## src/rtl/multi_channel_onehot_decoder_pkg.sv

```systemverilog
// Shared constants and the one-hot helper for the multi-channel decoder.
package onehot_dec_pkg;

  localparam int SEL_W_DEF  = 4;
  localparam int N_OUT_DEF  = 16;
  localparam int N_CH_DEF   = 4;
  localparam int SEL_MAX    = 8;
  localparam int ONEHOT_MAX = 256;

  // Codes at or above n_out yield zero so they can never alias onto a legal line.
  function automatic logic [ONEHOT_MAX-1:0] onehot_f(input logic [SEL_MAX-1:0] sel,
                                                     input int n_out);
    logic [ONEHOT_MAX-1:0] v;
    v = '0;
    if (32'(sel) < 32'(n_out)) begin
      v[sel] = 1'b1;
    end else begin
      v = '0;
    end
    return v;
  endfunction

endpackage

```

## src/rtl/multi_channel_onehot_decoder_if.sv

```systemverilog
// Request/result bundle of the multi-channel decoder; sticky signals exist only
// with ONEHOT_DEC_STICKY_EN.
interface multi_channel_onehot_decoder_if #(
  parameter int SEL_W = 4,
  parameter int N_OUT = 16,
  parameter int N_CH  = 4
) ();

  logic                    enable_i;
  logic [N_CH-1:0]         valid_i;
  logic [N_CH*SEL_W-1:0]   sel_i;
  logic [N_CH*N_OUT-1:0]   onehot_o;
  logic [N_OUT-1:0]        union_o;
  logic                    collision_o;
  logic [N_CH-1:0]         range_err_o;
`ifdef ONEHOT_DEC_STICKY_EN
  logic                    sticky_clr_i;
  logic [N_OUT-1:0]        sticky_o;
`endif

  modport master (
    output enable_i, valid_i, sel_i,
`ifdef ONEHOT_DEC_STICKY_EN
    output sticky_clr_i,
    input  sticky_o,
`endif
    input  onehot_o, union_o, collision_o, range_err_o
  );

  modport slave (
    input  enable_i, valid_i, sel_i,
`ifdef ONEHOT_DEC_STICKY_EN
    input  sticky_clr_i,
    output sticky_o,
`endif
    output onehot_o, union_o, collision_o, range_err_o
  );

endinterface

```

## src/rtl/multi_channel_onehot_decoder_ch.sv

```systemverilog
// One decode channel: accept logic, range check, registered one-hot and range error.
module onehot_dec_ch
  import onehot_dec_pkg::*;
#(
  parameter int SEL_W = SEL_W_DEF,
  parameter int N_OUT = N_OUT_DEF
) (
  input  logic             clk_i,
  input  logic             rst_i,
  input  logic             enable,
  input  logic             valid,
  input  logic [SEL_W-1:0] sel,
  output logic [N_OUT-1:0] onehot_next,
  output logic [N_OUT-1:0] onehot_q,
  output logic             range_err_q
);

  // One extra bit so N_OUT == 2**SEL_W is still representable.
  localparam logic [SEL_W:0] LIMIT = (SEL_W+1)'(N_OUT);

  logic in_range_s;
  logic range_next_s;

  assign in_range_s = ({1'b0, sel} < LIMIT);

  // Next one-hot and range error for this channel.
  always_comb begin
    onehot_next  = '0;
    range_next_s = 1'b0;
    if (enable && valid && in_range_s) begin
      onehot_next = N_OUT'(onehot_f(SEL_MAX'(sel), N_OUT));
    end else if (enable && valid) begin
      range_next_s = 1'b1;
    end else begin
      onehot_next  = '0;
      range_next_s = 1'b0;
    end
  end

  // Output registers.
  always_ff @(posedge clk_i or posedge rst_i) begin
    if (rst_i) begin
      onehot_q    <= '0;
      range_err_q <= 1'b0;
    end else begin
      onehot_q    <= onehot_next;
      range_err_q <= range_next_s;
    end
  end

endmodule

```

## src/rtl/multi_channel_onehot_decoder.sv

```systemverilog
// N_CH-channel registered one-hot decoder with union, collision and range flags.
// Optional sticky hit mask enabled by ONEHOT_DEC_STICKY_EN.
module multi_channel_onehot_decoder
  import onehot_dec_pkg::*;
#(
  parameter int SEL_W = SEL_W_DEF,
  parameter int N_OUT = N_OUT_DEF,
  parameter int N_CH  = N_CH_DEF
) (
  input  logic                           clk_i,
  input  logic                           rst_i,
  multi_channel_onehot_decoder_if.slave  bus
);

  logic [N_OUT-1:0] oh_next_s [N_CH];
  logic [N_OUT-1:0] oh_q_s    [N_CH];
  logic [N_CH-1:0]  range_q_s;
  logic [N_OUT-1:0] union_next_s;
  logic [N_OUT-1:0] dup_s;
  logic             collision_next_s;
  logic [N_OUT-1:0] union_r;
  logic             collision_r;

  for (genvar c = 0; c < N_CH; c++) begin : g_ch
    onehot_dec_ch #(
      .SEL_W (SEL_W),
      .N_OUT (N_OUT)
    ) u_ch (
      .clk_i       (clk_i),
      .rst_i       (rst_i),
      .enable      (bus.enable_i),
      .valid       (bus.valid_i[c]),
      .sel         (bus.sel_i[c*SEL_W +: SEL_W]),
      .onehot_next (oh_next_s[c]),
      .onehot_q    (oh_q_s[c]),
      .range_err_q (range_q_s[c])
    );
  end

  // A line already seen from an earlier channel that is hit again is a collision.
  always_comb begin
    union_next_s = '0;
    dup_s        = '0;
    for (int c = 0; c < N_CH; c++) begin
      dup_s        = dup_s | (union_next_s & oh_next_s[c]);
      union_next_s = union_next_s | oh_next_s[c];
    end
    collision_next_s = |dup_s;
  end

  // Union and collision registers.
  always_ff @(posedge clk_i or posedge rst_i) begin
    if (rst_i) begin
      union_r     <= '0;
      collision_r <= 1'b0;
    end else begin
      union_r     <= union_next_s;
      collision_r <= collision_next_s;
    end
  end

  // Pack the per-channel registers onto the flat output bus.
  always_comb begin
    bus.onehot_o = '0;
    for (int c = 0; c < N_CH; c++) begin
      bus.onehot_o[c*N_OUT +: N_OUT] = oh_q_s[c];
    end
  end

  assign bus.union_o     = union_r;
  assign bus.collision_o = collision_r;
  assign bus.range_err_o = range_q_s;

`ifdef ONEHOT_DEC_STICKY_EN
  logic [N_OUT-1:0] sticky_r;

  // A clear and a new hit in the same cycle keep the new hit.
  always_ff @(posedge clk_i or posedge rst_i) begin
    if (rst_i) begin
      sticky_r <= '0;
    end else begin
      sticky_r <= (bus.sticky_clr_i ? '0 : sticky_r) | union_next_s;
    end
  end

  assign bus.sticky_o = sticky_r;
`endif

endmodule

```

## src/flat_wrapper.sv

```systemverilog
// flat-port wrapper written by rule: the top's interface ports become plain ports
module multi_channel_onehot_decoder_flat import onehot_dec_pkg::*;
#(
  parameter int SEL_W = SEL_W_DEF,
  parameter int N_OUT = N_OUT_DEF,
  parameter int N_CH  = N_CH_DEF
)
  (clk_i, rst_i, bus_enable_i, bus_valid_i, bus_sel_i, bus_onehot_o, bus_union_o, bus_collision_o, bus_range_err_o);
  multi_channel_onehot_decoder_if #(.SEL_W(SEL_W), .N_OUT(N_OUT), .N_CH(N_CH)) bus_i ();
  input  logic clk_i;
  input  logic rst_i;
  input wire logic [$bits(bus_i.enable_i)-1:0] bus_enable_i;
  input wire logic [$bits(bus_i.valid_i)-1:0] bus_valid_i;
  input wire logic [$bits(bus_i.sel_i)-1:0] bus_sel_i;
  output wire logic [$bits(bus_i.onehot_o)-1:0] bus_onehot_o;
  output wire logic [$bits(bus_i.union_o)-1:0] bus_union_o;
  output wire logic [$bits(bus_i.collision_o)-1:0] bus_collision_o;
  output wire logic [$bits(bus_i.range_err_o)-1:0] bus_range_err_o;
  assign bus_i.enable_i = bus_enable_i;
  assign bus_i.valid_i = bus_valid_i;
  assign bus_i.sel_i = bus_sel_i;
  assign bus_onehot_o = bus_i.onehot_o;
  assign bus_union_o = bus_i.union_o;
  assign bus_collision_o = bus_i.collision_o;
  assign bus_range_err_o = bus_i.range_err_o;
  multi_channel_onehot_decoder #(.SEL_W(SEL_W), .N_OUT(N_OUT), .N_CH(N_CH)) u_core (.clk_i(clk_i), .rst_i(rst_i), .bus(bus_i));
endmodule
```

## config.mk

```make
export PLATFORM = sky130hd
export DESIGN_NAME = multi_channel_onehot_decoder_flat
export DESIGN_NICKNAME = d
export VERILOG_FILES = /design/src/rtl/multi_channel_onehot_decoder_pkg.sv /design/src/rtl/multi_channel_onehot_decoder_if.sv /design/src/rtl/multi_channel_onehot_decoder_ch.sv /design/src/rtl/multi_channel_onehot_decoder.sv /design/src/flat_wrapper.sv
export SDC_FILE = /design/constraint.sdc
export NUM_CORES = 1
export LEC_CHECK = 0
export CAP_MARGIN = 30
export CORE_ASPECT_RATIO = 1.25
export CORE_UTILIZATION = 45
export CTS_CLUSTER_SIZE = 16
export DETAILED_ROUTE_END_ITERATION = 8
export GPL_TIMING_DRIVEN = 1
export PLACE_DENSITY = 0.89
export SLEW_MARGIN = 0
export SYNTH_ARGS = -nofsm -noshare
export SYNTH_HDL_FRONTEND = slang
export SYNTH_SLANG_ARGS = --single-unit
export TNS_END_PERCENT = 20
```

## constraint.sdc

```tcl
create_clock -name clk_i -period 4.1 [get_ports clk_i]
set_clock_uncertainty 0.15 [all_clocks]
set_input_delay 0.615 -clock clk_i [delete_from_list [all_inputs] [get_ports clk_i]]
set_output_delay 0.615 -clock clk_i [all_outputs]
set_load 0.02 [all_outputs]
```

== Word-level counts from Yosys, hierarchy flattened ==
Cells that the tools add are included.
Word-level totals
  flip-flop bits (word level): 81
  input port bits: 23
  output and inout bits: 85
  word-level logic and storage cells: 43
Operators by class
  magnitude comparators: 8
  multiplexer cells: 12
  bitwise gates (word level): 8
  reduce and logical (&&, ||, !) cells: 9
Operators by type and width (number)
  $or 16x16->16: 5
  $mux 16: 4
  $and 16x16->16: 3
  $lt 4x9->1 const B: 4
  $demux 1 s4: 4
  $ge 4x1->1 const B: 4
  $reduce_or 16->1: 1
  $logic_and 1x1->1: 8
  $mux 1: 4

== Longest topological paths before layout ==
Gate-level depths: netlist of run 1.
  word-level depth: 10
  mapped depth: 8
  depth with buffers taken out: 6

== Cells and area by module ==
A second synthesis of run 1 with hierarchy kept.
Second synthesis, totals
  cell total of the unflattened synthesis: 257
  area total of the unflattened synthesis: 3022.9 µm²
By module, submodules not included
  onehot_dec_ch: instances 4, cells an instance 42, area each 531.8 µm², sequential area each 400.4 µm²
  multi_channel_onehot_decoder: instances 1, cells an instance 89, area each 895.9 µm², sequential area each 425.4 µm²

== Least setup slack after synthesis of run 1 ==
OpenSTA, ideal clock, no wires.
  kind: input to register
  start point: input port bus_enable_i
  end point: register u_core.collision_r, in the netlist u_core.bus.collision_o
  library setup time: 0.138 ns
  data arrival time: 1.760 ns
  data required time: 3.812 ns
  setup slack: 2.052 ns
  stages on the path: 8
  buffers on the path: 2
  cells stage by stage: buf_6 > buf_12 > nand4b_4 > nor4_2 > a2111oi_4 > nand3_1 > nor4_2 > nand4_1
Between the ends
  word-level cells in the longest chain between the ends: 7
  elaborated cells on any way between the ends: 16
  classes of those cells: mux (4); bitwise (7); reduce/logical (5)
RTL lines
  start, declared: RTL line flat_wrapper.sv:12  | input wire logic [$bits(bus_i.enable_i)-1:0] bus_enable_i;
  $logic_and 1x1->1: RTL line multi_channel_onehot_decoder_ch.sv:30  | if (enable && valid && in_range_s) begin
  $mux 16: RTL line multi_channel_onehot_decoder_ch.sv:30
  $or 16x16->16: RTL line multi_channel_onehot_decoder.sv:46  | union_next_s = union_next_s | oh_next_s[c];
  $and 16x16->16 or $or 16x16->16 (tied branches): RTL line multi_channel_onehot_decoder.sv:45, multi_channel_onehot_decoder.sv:46
  $or 16x16->16 or $and 16x16->16 (tied branches): RTL line multi_channel_onehot_decoder.sv:45  | dup_s = dup_s | (union_next_s & oh_next_s[c]);
  $or 16x16->16 (*): RTL line multi_channel_onehot_decoder.sv:45
  $reduce_or 16->1 (*): RTL line multi_channel_onehot_decoder.sv:48  | collision_next_s = |dup_s;
  named net u_core.collision_next_s: RTL line multi_channel_onehot_decoder.sv:20  | logic collision_next_s;
  end signal, assigned: RTL line multi_channel_onehot_decoder.sv:58  | collision_r <= collision_next_s;
  end, declared: RTL line multi_channel_onehot_decoder.sv:22  | logic collision_r;
The timed path passes the listed nets; every way through them passes the cells marked *.

== Worst setup path in the final report of run 1 ==
Ends and elaborated chain as after synthesis.

==> results.py, run 1 <==
metrics = {
    "power": {
        "power_density_nw_per_um2": 328,
        "p_leak_nw": 2.09,
        "ir_drop_mv": 0.201,
        "p_total_mw": 1.48,
    },
    "grt": {
        "antenna_found_initial": 0,
        "grt_max_degree": 82,
        "grt_use_total": 0.241,
        "grt_pass1_wl_mm": 13.5,
        "grt-ovfl-total": 0,
        "grt_pass1_vias": 2703,
    },
    "timing": {
        "min_period_ps": 2980,
        "finalHoldViolations": 0,
        "setup_slack_ps": 1120,
        "totalNegativeSetupSlack_ps": 0,
        "grt_setup_unrepaired": "false",
        "whs_ps": 356,
        "tightest_slew_ps": 765,
        "setup_viol": 0,
        "drv_slew": 0,
        "slew_headroom": 0.488,
        "fmax_ghz": 0.335,
        "fin_crit_sh": 0.727,
    },
    "die": {
        "start_util": 0.468,
        "dieArea_um2": 7600,
        "rows": 34,
        "chipHeight_um": 97.2,
        "core-area_um2": 6980,
        "ios": 108,
        "die_w_um": 78.2,
    },
    "placed_design": {
        "pre_cts_slack_ps": 804,
        "io_buffers": 103,
        "place_hpwl_mm": 6.43,
        "gp_routability_congestion": 0.877,
    },
    "synthesis": {
        "yosysTopAreaCell": "dfrtp_1",
        "netlist_area_um2": 3260,
        "async_flop_share": 1.00,
        "yosys_warnings": 0,
        "ys_top_cells_by_count": "dfrtp_1, nor2_1, nand2_1",
        "synth.yosys.seq_area_share": 0.621,
        "yosysMostFrequentCell": "dfrtp_1",
        "ys_ff_latch": 81,
        "synth_cell_types": 39,
        "synth_edf_count": 0,
        "synth.area.top_cells": "dfrtp_1, nor2_1, nand2_1",
        "synth_cells": 297,
        "yosys.area.top_type_share": 0.621,
        "dominantRegCellSynth": "dfrtp_1",
        "syn_area_per_cell_um2": 11.0,
    },
    "clock_tree": {
        "clk_pin_slew_ps": 80,
        "cts_tree": "yes",
        "cts_buffers": 9,
        "htreeDepth": 3,
        "cts.root.buffer_cell": "clkbuf_8",
        "clock-sinks": 81,
        "holdBufCountCts": 0,
        "clock_path_buffers": 2,
        "cts_setup_buffers": 0,
        "ctsResizeCount": 0,
    },
    "drt": {
        "dr_total_vias": 2733,
        "wl_per_cell_um": 17.3,
        "drt_iter0_markers": 250,
        "drt_pass1_iterations": 4,
        "drt_wl_total_mm": 8.55,
        "viasPerCell": 5.52,
        "drc": 0,
        "postRouteAntennaNets": 0,
    },
    "layout": {
        "n_antenna_cell": 0,
        "syn_to_final_growth_pct": 38.6,
        "final_layout_size_suffix_gt1_frac": 0.0790,
        "fin_nets": 423,
    },
    "setup_path": {
        "crit_fanout": 17,
        "cp.depth": 7,
        "critPathBufInv": 1,
        "worstPathArrival_ps": 3050,
        "cp_top_family": "simple AND/OR/NAND/NOR gates",
        "cp_cell_sequence": "clkdlybuf4s50_1, nand4b_1, o22ai_1, o21ai_0, o211ai_1, nor3_1, nand4_1",
        "max_stage_delay_ps": 810,
        "cp-end-kind": "flop",
        "worst_path_max_delay_cell": "clkdlybuf4s50_1",
        "startpoint_type": "input port",
        "crit_required_ps": 4170,
        "critical_path_class": "input port to flop",
    },
    "status": {
        "status": "finished clean",
    },
    "min_path": {
        "min_path_type": "input port to asynchronous set/reset pin",
    },
    "run": {
        "drv_cap": 0,
    },
}
==> final timing paths <==
path / start / to / slack, ps
min in group clk_i: bus_sel_i[15] / u_core.g_ch[3].u_ch.onehot_q[8]$_DFF_PP0_ / 870
hold / removal: rst_i / u_core.g_ch[2].u_ch.onehot_q[2]$_DFF_PP0_ / 360
setup / recovery: bus_enable_i / u_core.bus.collision_o$_DFF_PP0_ / 1120
max in group asynchronous: rst_i / u_core.g_ch[2].u_ch.onehot_q[10]$_DFF_PP0_ / 2900
==> cell usage in the layout (no fill, tap or decap), types with 2 or more instances in the layout <==
master / n
inv_1: 11
a22oi_1: 8
clkinvlp_4: 2
or2_1: 2
nand4b_2: 2
o22ai_1: 15
nand2_1: 25
nand3_1: 6
nor4_2: 3
clkinv_2: 2
conb_1: 4
or3_1: 7
nor3_1: 15
nand2b_1: 8
clkdlybuf4s50_1: 103
nand4bb_1: 3
nor4_1: 5
o21ai_0: 10
nand4b_1: 5
nand4_1: 5
dfrtp_1: 81
nor2b_1: 2
nor2_1: 52
clkbuf_8: 10
nor2_2: 2
==> metal layers <==
| layer | share of wire | GRT usage | up-vias |
|---|---|---|---|
| li1 | - | - | 1232 |
| met1 | 0.38 | 0.284 | 1305 |
| met2 | 0.53 | 0.422 | 174 |
| met3 | 0.066 | 0.0592 | 22 |
| met4 | 0.024 | 0.0883 | 0 |
| met5 | 0 | 0 | - |
==> final cells by class <==
class | count | area, µm²
sequential | 81 | 2030
fill | 558 | 2460
clock inverter | 6 | 42.5
tap | 90 | 113
clock buffer | 10 | 138
inverter | 12 | 45.0
timing repair buffer | 105 | 1070
multi-input combinational | 191 | 1090
==> state kept, by name, indices dropped and copies added (netlist names) <==
name                       count
u_core.bus.collision_o         1
u_core.bus.union_o            16
u_core.g_ch.u_ch.onehot_q     64
==> tightest hold or removal path, stage by stage <==
cell	delay, ps
clkdlybuf4s50_1	410
inv_2	50
buf_4	120
==> metrics by stage <==
stage / std cells / area, µm² / utilization
4_1_cts: 494 / 4490 / 0.644
2_1_floorplan: 300 / 3270 / -
6_report: 495 / 4520 / 0.648
3_3_place_gp: 478 / 4310 / 0.618
3_5_place_dp: 478 / 4310 / 0.618
5_1_grt: 495 / 4520 / 0.648
==> power breakdown <==
group / leakage, nW / internal, mW / switching, mW
sequential: 1.12 / 0.810 / 0.00370
clock: 0.0887 / 0.237 / 0.283
combinational: 0.877 / 0.0573 / 0.0915
==> logic make-up after synthesis <==
| logic type | count (synthesis) | share of synthesized area |
|---|---|---|
| AO/OA/AOI/OAI | 38 | 0.0790 |
| buffers and inverters | 28 | 0.0479 |
| AND/OR/NAND/NOR | 149 | 0.250 |
| other | 1 | 0.00115 |
| flip-flops | 81 | 0.621 |
Note: power is estimated with default switching activity, not from simulation.
==> run 2, diff against run 1 <==
==> constraint.sdc (replaced) <==
create_clock -name clk_i -period 2.99 [get_ports clk_i]
set_clock_uncertainty 0.15 [all_clocks]
set_input_delay 0.4485 -clock clk_i [delete_from_list [all_inputs] [get_ports clk_i]]
set_output_delay 0.4485 -clock clk_i [all_outputs]
set_load 0.02 [all_outputs]
==> results.py, run 2 (same netlist as run 1, synthesis figures left out) <==
metrics = {
    "drt": {
        "met3WireLength_um": 558,
        "wirelength_met1_mm": 3.18,
        "drt_wl_total_mm": 8.55,
        "wl_per_cell_um": 17.2,
        "drc": 0,
        "dr_total_vias": 2754,
        "drt_pass1_iterations": 6,
        "wl_met2_mm": 4.57,
        "drt_iter0_markers": 311,
        "dr.max_layer_used": "met4",
        "postRouteAntennaNets": 0,
        "viasPerCell": 5.54,
    },
    "layout": {
        "largest_register_ffs": 64,
        "utilization": 0.654,
        "syn_to_final_growth_pct": 40.0,
        "final_common_cell": "clkdlybuf4s50_1",
        "fin_nets": 425,
        "largest-register": "u_core.g_ch.u_ch.onehot_q",
        "n_antenna_cell": 0,
        "fillers": 557,
        "final_layout_size_suffix_gt1_frac": 0.0811,
        "most-common-layout-cells": "clkdlybuf4s50_1, dfrtp_1, nor2_1",
    },
    "timing": {
        "setup_viol": 0,
        "totalNegativeSetupSlack_ps": 0,
        "finalHoldViolations": 0,
        "tightest_slew_ps": 492,
        "grt_setup_unrepaired": "false",
        "fmax_ghz": 0.425,
        "drv_slew": 0,
        "fin_crit_sh": 0.786,
        "setup_slack_ps": 639,
        "slew_headroom": 0.669,
        "min_period_ps": 2350,
    },
    "grt": {
        "grt_pass1_wl_mm": 13.4,
        "grt_use_total": 0.240,
        "antenna_found_initial": 0,
        "grt-ovfl-total": 0,
        "grt_max_degree": 82,
        "grt_pass1_vias": 2643,
    },
    "clock_tree": {
        "cts_setup_buffers": 0,
        "holdBufCountCts": 0,
        "htreeDepth": 3,
        "cts_tree": "yes",
        "clock-sinks": 81,
        "cts.root.buffer_cell": "clkbuf_8",
        "cts_buffers": 9,
        "clk_pin_slew_ps": 80,
        "ctsResizeCount": 0,
        "clock_path_buffers": 2,
    },
    "die": {
        "start_util": 0.468,
        "ios": 108,
        "rows": 34,
        "die_w_um": 78.2,
        "dieArea_um2": 7600,
        "chipHeight_um": 97.2,
        "core-area_um2": 6980,
    },
    "power": {
        "power.switching_uw": 528,
        "p_seq_frac": 0.509,
        "p_total_mw": 2.19,
        "ir_drop_mv": 0.366,
        "p_leak_nw": 2.11,
        "power.internal_mw": 1.66,
        "clockPowerShare": 0.398,
        "comb_power_share": 0.093,
        "power_density_nw_per_um2": 480,
        "sw_frac_of_total": 0.241,
    },
    "placed_design": {
        "io_buffers": 103,
        "pre_cts_slack_ps": 261,
        "gp_routability_congestion": 0.875,
        "place_hpwl_mm": 6.58,
    },
    "setup_path": {
        "critPathBufInv": 2,
        "cpMostUsedCell": "nand4_1",
        "max_stage_delay_ps": 480,
        "critical_path_class": "input port to flop",
        "startpoint_type": "input port",
        "cp-end-kind": "flop",
        "worstPathArrival_ps": 2430,
        "crit_fanout": 13,
        "crit_required_ps": 3070,
        "cp_cell_sequence": "clkdlybuf4s50_1, buf_4, nand4_1, nor2_1, nor3_1, o22ai_1, nor4_1, nand4_1",
        "cp_top_family": "simple AND/OR/NAND/NOR gates",
        "worst_path_max_delay_cell": "clkdlybuf4s50_1",
    },
    "status": {
        "status": "finished clean",
    },
    "run": {
        "drv_cap": 0,
    },
    "min_path": {
        "min_path_type": "input port to asynchronous set/reset pin",
    },
}
run 2: stage by stage:
step	instance area, µm²	hold slack [ps]	cells
2_1_floorplan	3270	392	300
3_3_place_gp	4350	739	481
3_5_place_dp	4350	746	481
4_1_cts	4570	358	497
5_1_grt	4570	395	497
6_report	4570	334	497
run 2: worst paths after layout:
| path | end | cells past startpoint | startpoint |
|---|---|---|---|
| setup / recovery | u_core.bus.collision_o$_DFF_PP0_ | 8 | bus_enable_i |
| hold / removal | u_core.g_ch[3].u_ch.onehot_q[1]$_DFF_PP0_ | 3 | rst_i |
| max in group asynchronous | u_core.g_ch[2].u_ch.onehot_q[10]$_DFF_PP0_ | 3 | rst_i |
| min in group clk_i | u_core.g_ch[3].u_ch.onehot_q[8]$_DFF_PP0_ | 3 | bus_sel_i[15] |
run 2: layout make-up:
cell class	count	area, µm²	area share
sequential	81	2030	0.444
timing repair buffer	107	1070	0.235
inverter	12	45.0	0.00987
tap	90	113	0.0247
clock inverter	6	90.1	0.0197
multi-input combinational	191	1090	0.239
clock buffer	10	128	0.0280
run 2: metal layers:
| layer | GRT usage | vias up |
|---|---|---|
| li1 | - | 1236 |
| met1 | 0.278 | 1320 |
| met2 | 0.430 | 174 |
| met3 | 0.0366 | 24 |
| met4 | 0.108 | 0 |
| met5 | 0 | - |
run 2: power by group through the flow:
stage	Sequential, mW	Combinational [mW]	Clock (mW)
2_1_floorplan	1.16	0.0885	0
3_3_place_gp	1.14	0.198	0
3_5_place_dp	1.14	0.203	0
4_1_cts	1.12	0.203	0.883
5_1_grt	1.12	0.219	0.916
6_report	1.12	0.204	0.871
==> run 3, diff against run 2 <==
--- a/config.mk
+++ b/config.mk
@@ -7,11 +7,11 @@
 export LEC_CHECK = 0
 export CAP_MARGIN = 30
 export CORE_ASPECT_RATIO = 1.25
-export CORE_UTILIZATION = 45
+export CORE_UTILIZATION = 41
 export CTS_CLUSTER_SIZE = 16
 export DETAILED_ROUTE_END_ITERATION = 8
 export GPL_TIMING_DRIVEN = 1
-export PLACE_DENSITY = 0.89
+export PLACE_DENSITY = 0.86
 export SLEW_MARGIN = 0
 export SYNTH_ARGS = -nofsm -noshare
 export SYNTH_HDL_FRONTEND = slang
==> constraint.sdc (replaced) <==
create_clock -name clk_i -period 2.1 [get_ports clk_i]
set_clock_uncertainty 0.15 [all_clocks]
set_input_delay 0.315 -clock clk_i [delete_from_list [all_inputs] [get_ports clk_i]]
set_output_delay 0.315 -clock clk_i [all_outputs]
set_load 0.02 [all_outputs]
==> results.py, run 3 (same netlist as run 1, synthesis figures left out) <==
metrics = {
    "layout": {
        "final_common_cell": "buf_4",
        "n_antenna_cell": 0,
        "largest-register": "u_core.g_ch.u_ch.onehot_q",
        "fin_cells": 606,
        "utilization": 0.693,
        "largest_register_ffs": 64,
        "most-common-layout-cells": "buf_4, clkdlybuf4s50_1, dfrtp_1",
        "syn_to_final_growth_pct": 64.5,
        "postLayoutCellArea_um2": 5370,
        "fillers": 582,
        "final-seq-area_um2": 2030,
        "fin_nets": 530,
        "multiInputGateArea_um2": 1120,
        "final_layout_size_suffix_gt1_frac": 0.280,
    },
    "timing": {
        "whs_ps": 282,
        "totalNegativeSetupSlack_ps": 0,
        "fin_crit_sh": 0.957,
        "min_period_ps": 2010,
        "setup_viol": 0,
        "tightest_slew_ps": 495,
        "setup_slack_ps": 89.3,
        "drv_slew": 0,
        "grt_setup_unrepaired": "false",
        "finalHoldViolations": 0,
        "fmax_ghz": 0.497,
        "slew_headroom": 0.667,
    },
    "setup_path": {
        "worstPathArrival_ps": 2080,
        "startpoint_type": "input port",
        "cp_top_family": "simple AND/OR/NAND/NOR gates",
        "crit_required_ps": 2170,
        "max_stage_delay_ps": 520,
        "crit_fanout": 6,
        "critical_path_class": "input port to flop",
        "cp-endpoint": "u_core.bus.collision_o$_DFF_PP0_",
        "cp-end-kind": "flop",
        "cp.depth": 7,
        "cp-startpoint": "bus_sel_i[6]",
        "worst_path_max_delay_cell": "clkdlybuf4s50_1",
        "cp_cell_sequence": "clkdlybuf4s50_1, nand4bb_1, o22ai_1, a22oi_1, nand3_1, nor4_2, nand4_1",
        "critPathBufInv": 1,
    },
    "die": {
        "die_w_um": 81.8,
        "ios": 108,
        "rows": 36,
        "dieArea_um2": 8320,
        "chipHeight_um": 102,
        "core-area_um2": 7750,
        "start_util": 0.421,
    },
    "clock_tree": {
        "htreeDepth": 3,
        "clk_pin_slew_ps": 70,
        "holdBufCountCts": 0,
        "clock_path_buffers": 2,
        "cts_buffers": 9,
        "cts.root.buffer_cell": "clkbuf_8",
        "cts_tree": "yes",
        "clock-sinks": 81,
    },
    "power": {
        "power_density_nw_per_um2": 561,
        "ir_drop_mv": 0.407,
        "p_total_mw": 3.01,
        "p_leak_nw": 2.62,
    },
    "min_path": {
        "min_path_type": "input port to asynchronous set/reset pin",
    },
    "grt": {
        "grt_use_total": 0.248,
        "antenna_found_initial": 0,
        "grt_pass1_vias": 3189,
        "grt_pass1_wl_mm": 15.0,
        "grt-ovfl-total": 0,
        "grt_max_degree": 82,
    },
    "placed_design": {
        "pre_cts_slack_ps": -329,
        "dpl.cell_count": 590,
        "io_buffers": 103,
        "gp_routability_congestion": 0.916,
        "place_area_um2": 5150,
        "place_hpwl_mm": 7.46,
    },
    "drt": {
        "postRouteAntennaNets": 0,
        "drt_pass1_iterations": 5,
        "wl_per_cell_um": 15.9,
        "dr_total_vias": 3094,
        "viasPerCell": 5.11,
        "drt_iter0_markers": 222,
        "drt_wl_total_mm": 9.63,
        "drc": 0,
    },
    "status": {
        "status": "finished clean",
    },
    "run": {
        "drv_cap": 0,
    },
}
-- run 3: cell count changes in the layout (fill, tap and decap cells not counted), moves of 2 or more --
cell	previous run	this run
clkinv_2	1	3
nor3_1	15	11
buf_4	3	107
nand2b_1	8	5
nand2b_2	0	3
nor3_2	1	5
-- run 3: final cells by class --
class / count / area share
Clock buffer: 11 / 0.0245
Clock inverter: 4 / 0.00840
Multi-Input combinational cell: 191 / 0.208
Sequential cell: 81 / 0.378
Tap cell: 95 / 0.0222
Timing Repair Buffer: 212 / 0.350
Inverter: 12 / 0.00910
-- run 3: timing repair --
item | CTS | global route
endpoints found under the hold margin | 0 | 0
setup endpoints to repair | 0 | 1
setup buffers | 0 | 1
gates resized for setup | 0 | 8
-- run 3: metal layers --
| metal | global-route usage | up-vias | wire length [µm] |
|---|---|---|---|
| met4 | 0.134 | 0 | 290 |
| li1 | - | 1440 | - |
| met1 | 0.284 | 1480 | 3610 |
| met3 | 0.0523 | 27 | 667 |
| met5 | 0 | - | 0 |
| met2 | 0.427 | 147 | 5060 |
-- run 3: how the worst min path moves through the flow --
stage	to
floorplan	u_core.g_ch[2].u_ch.onehot_q[12]$_DFF_PP0_
finish	u_core.g_ch[3].u_ch.onehot_q[6]$_DFF_PP0_
CTS	u_core.g_ch[0].u_ch.onehot_q[1]$_DFF_PP0_
global placement	u_core.g_ch[3].u_ch.onehot_q[1]$_DFF_PP0_
global route	u_core.g_ch[3].u_ch.onehot_q[15]$_DFF_PP0_
detailed placement	u_core.bus.union_o[15]$_DFF_PP0_
-- run 3: report_power, final --
part | total, mW | switching, mW | internal [mW]
clock | 1.05 | 0.513 | 0.537
sequential | 1.59 | 0.00691 | 1.58
combinational | 0.369 | 0.198 | 0.171
==> RTL change (settings of run 1) <==
The package constant `N_CH_DEF` goes from 4 to 8.
--- a/src/rtl/multi_channel_onehot_decoder_pkg.sv
+++ b/src/rtl/multi_channel_onehot_decoder_pkg.sv
@@ -3,7 +3,7 @@
 
   localparam int SEL_W_DEF  = 4;
   localparam int N_OUT_DEF  = 16;
-  localparam int N_CH_DEF   = 4;
+  localparam int N_CH_DEF   = 8;
   localparam int SEL_MAX    = 8;
   localparam int ONEHOT_MAX = 256;
 
Interface: changed (resized bus_onehot_o, bus_range_err_o, bus_sel_i and bus_valid_i); port bits go from 108 to 196. No check against the original RTL was run, so the function may have changed too.
==> RTL change against run 1 <==
Fmax fell by 10%. Area after synthesis up 88%. Combinational power grew 110%. Power increased by 120%. Sequential cell count increased by 64. Setup slack worse by 0.34 ns. Sequential share of layout area decreased by 3.4 points. Core utilization is 1.1 points higher. Global-route usage increased by 7.2 points. Design area up 94%. Critical path depth increased by 4. Routed wire length increased to 2.5 times the old value. Critical path type unchanged. Highest routed layer unchanged.
==> RTL change: results (changes against run 1) <==
Timing
  • Final critical-path share of the clock period: 0.810 (was 0.727)
  • Transition time at the pin with the least slew margin: 0.754 ns (was 0.765 ns)
  • Worst-case hold slack: 0.625 ns (was 0.356 ns)

Place
  • Routability congestion estimate: 0.957 (was 0.877)
  • Port-buffer cells: 187 (was 103)
  • Place WS: 0.415 ns (was 0.804 ns)

Final layout
  • Fill cell total of the finished layout: 1,047 (was 558)
  • Fraction of final layout cells with drive strength greater than 1: 0.0939 (was 0.0790)
  • Fin nets: 819 (was 423)

Power and ir drop
  • Standby leakage power: 4.08 nW (was 2.09 nW)
  • Clk network pwr share: 0.464 (was 0.351)
  • Worst IR drop on VDD: 0.000241 V (was 0.000201 V)

Status
  • Result of the run: completed (unchanged)

Global routing
  • Largest net degree at the start of global routing: 146 (was 82)
  • Met2 track utilization from global routing: 0.540 (was 0.422)
  • Wire length of the first global-routing pass: 32,200 um (was 13,500 um)
  • Met1 Use GR: 0.345 (was 0.284)
  • GR met3 Demand/Resource: 0.0754 (was 0.0592)

Worst setup path
  • Critical path fanouts, max: 21 (was 17)
  • Slowest Stage Delay on Critical Path: 0.53 ns (was 0.81 ns)

Drt
  • Vias post-DR: 5,672 (was 2,733)
  • Violation count after the first detailed-route iteration: 416 (was 250)

Clock tree
  • CTS H-Tree Depth: 4 (was 3)
  • Clock tree root driver cell: sky130_fd_sc_hd__clkbuf_16 (was sky130_fd_sc_hd__clkbuf_8)
  • Clock slew seen by the registers of the worst setup and hold paths: 0.06 ns (was 0.08 ns)

Synthesis
  • Synth area leaders: sky130_fd_sc_hd__dfrtp_1 (59%), sky130_fd_sc_hd__nor2_1 (6.1%), sky130_fd_sc_hd__nor3_1 (2.4%), sky130_fd_sc_hd__o22ai_1 (1.9%), sky130_fd_sc_hd__o21ai_0 (1.9%) (was sky130_fd_sc_hd__dfrtp_1 (62%), sky130_fd_sc_hd__nor2_1 (6.0%), sky130_fd_sc_hd__nand2_1 (2.9%), sky130_fd_sc_hd__o22ai_1 (2.9%), sky130_fd_sc_hd__nor3_1 (2.3%))
  • Sequential element share of the synthesized area: 0.591 (was 0.621)
  • Count of different cell masters after synthesis: 57 (was 39)
  • Top cells by instance count after synthesis: sky130_fd_sc_hd__dfrtp_1 (145), sky130_fd_sc_hd__nor2_1 (100), sky130_fd_sc_hd__nand2_1 (30), sky130_fd_sc_hd__nor3_1 (30), sky130_fd_sc_hd__inv_1 (29) (was sky130_fd_sc_hd__dfrtp_1 (81), sky130_fd_sc_hd__nor2_1 (52), sky130_fd_sc_hd__nand2_1 (25))
-- RTL change: cell types whose count changed in the layout (fill, tap and decap cells not counted), moves of 11 or more --
cell and change:
sky130_fd_sc_hd__nor2_1 +48, sky130_fd_sc_hd__clkbuf_16 +17, sky130_fd_sc_hd__inv_1 +17, sky130_fd_sc_hd__o21ai_0 +13
sky130_fd_sc_hd__nor3_1 +15, sky130_fd_sc_hd__o31ai_1 +11, sky130_fd_sc_hd__or2_2 +12, sky130_fd_sc_hd__dfrtp_1 +64
sky130_fd_sc_hd__clkdlybuf4s50_1 +84
-- RTL change: worst min-delay path, delay by kind of cell --
family                 cells  cell delay (ns)
buffers and inverters      3             1.07
-- RTL change: final cells by class --
cell class                 instances  area, um2  area share
clock buffer                      17        425      0.0486
clock inverter                    14        159      0.0181
inverter                          29        113      0.0129
multi-input combinational        389       2280       0.260
sequential                       145       3630       0.414
tap                              171        214      0.0244
timing repair buffer             194       1940       0.221
-- RTL change: kinds of logic after synthesis --
family | Yosys count | share of synthesized area
AND/OR/NAND/NOR | 280 | 0.254
flip-flops | 145 | 0.591
buffers and inverters | 50 | 0.0412
AO/OA/AOI/OAI | 99 | 0.110
other | 1 | 0.000611
adder cells (fa/ha/maj) | 2 | 0.00326
-- RTL change: per-stage QoR --
| stage | instance area [um2] | cells | power [mW] |
|---|---|---|---|
| after floorplan | 6160 | 584 | 1.65 |
| after global placement | 8170 | 928 | 1.79 |
| after detailed placement | 8170 | 928 | 1.79 |
| after CTS | 8760 | 959 | 3.31 |
| after global routing | 8760 | 959 | 3.41 |
| final | 8760 | 959 | 3.31 |
-- RTL change: per-layer routing --
layer  wire (um)  share of wire
met1        7450           0.34
met2       11000           0.51
met3        1840          0.085
met4        1260          0.058
met5           0              0
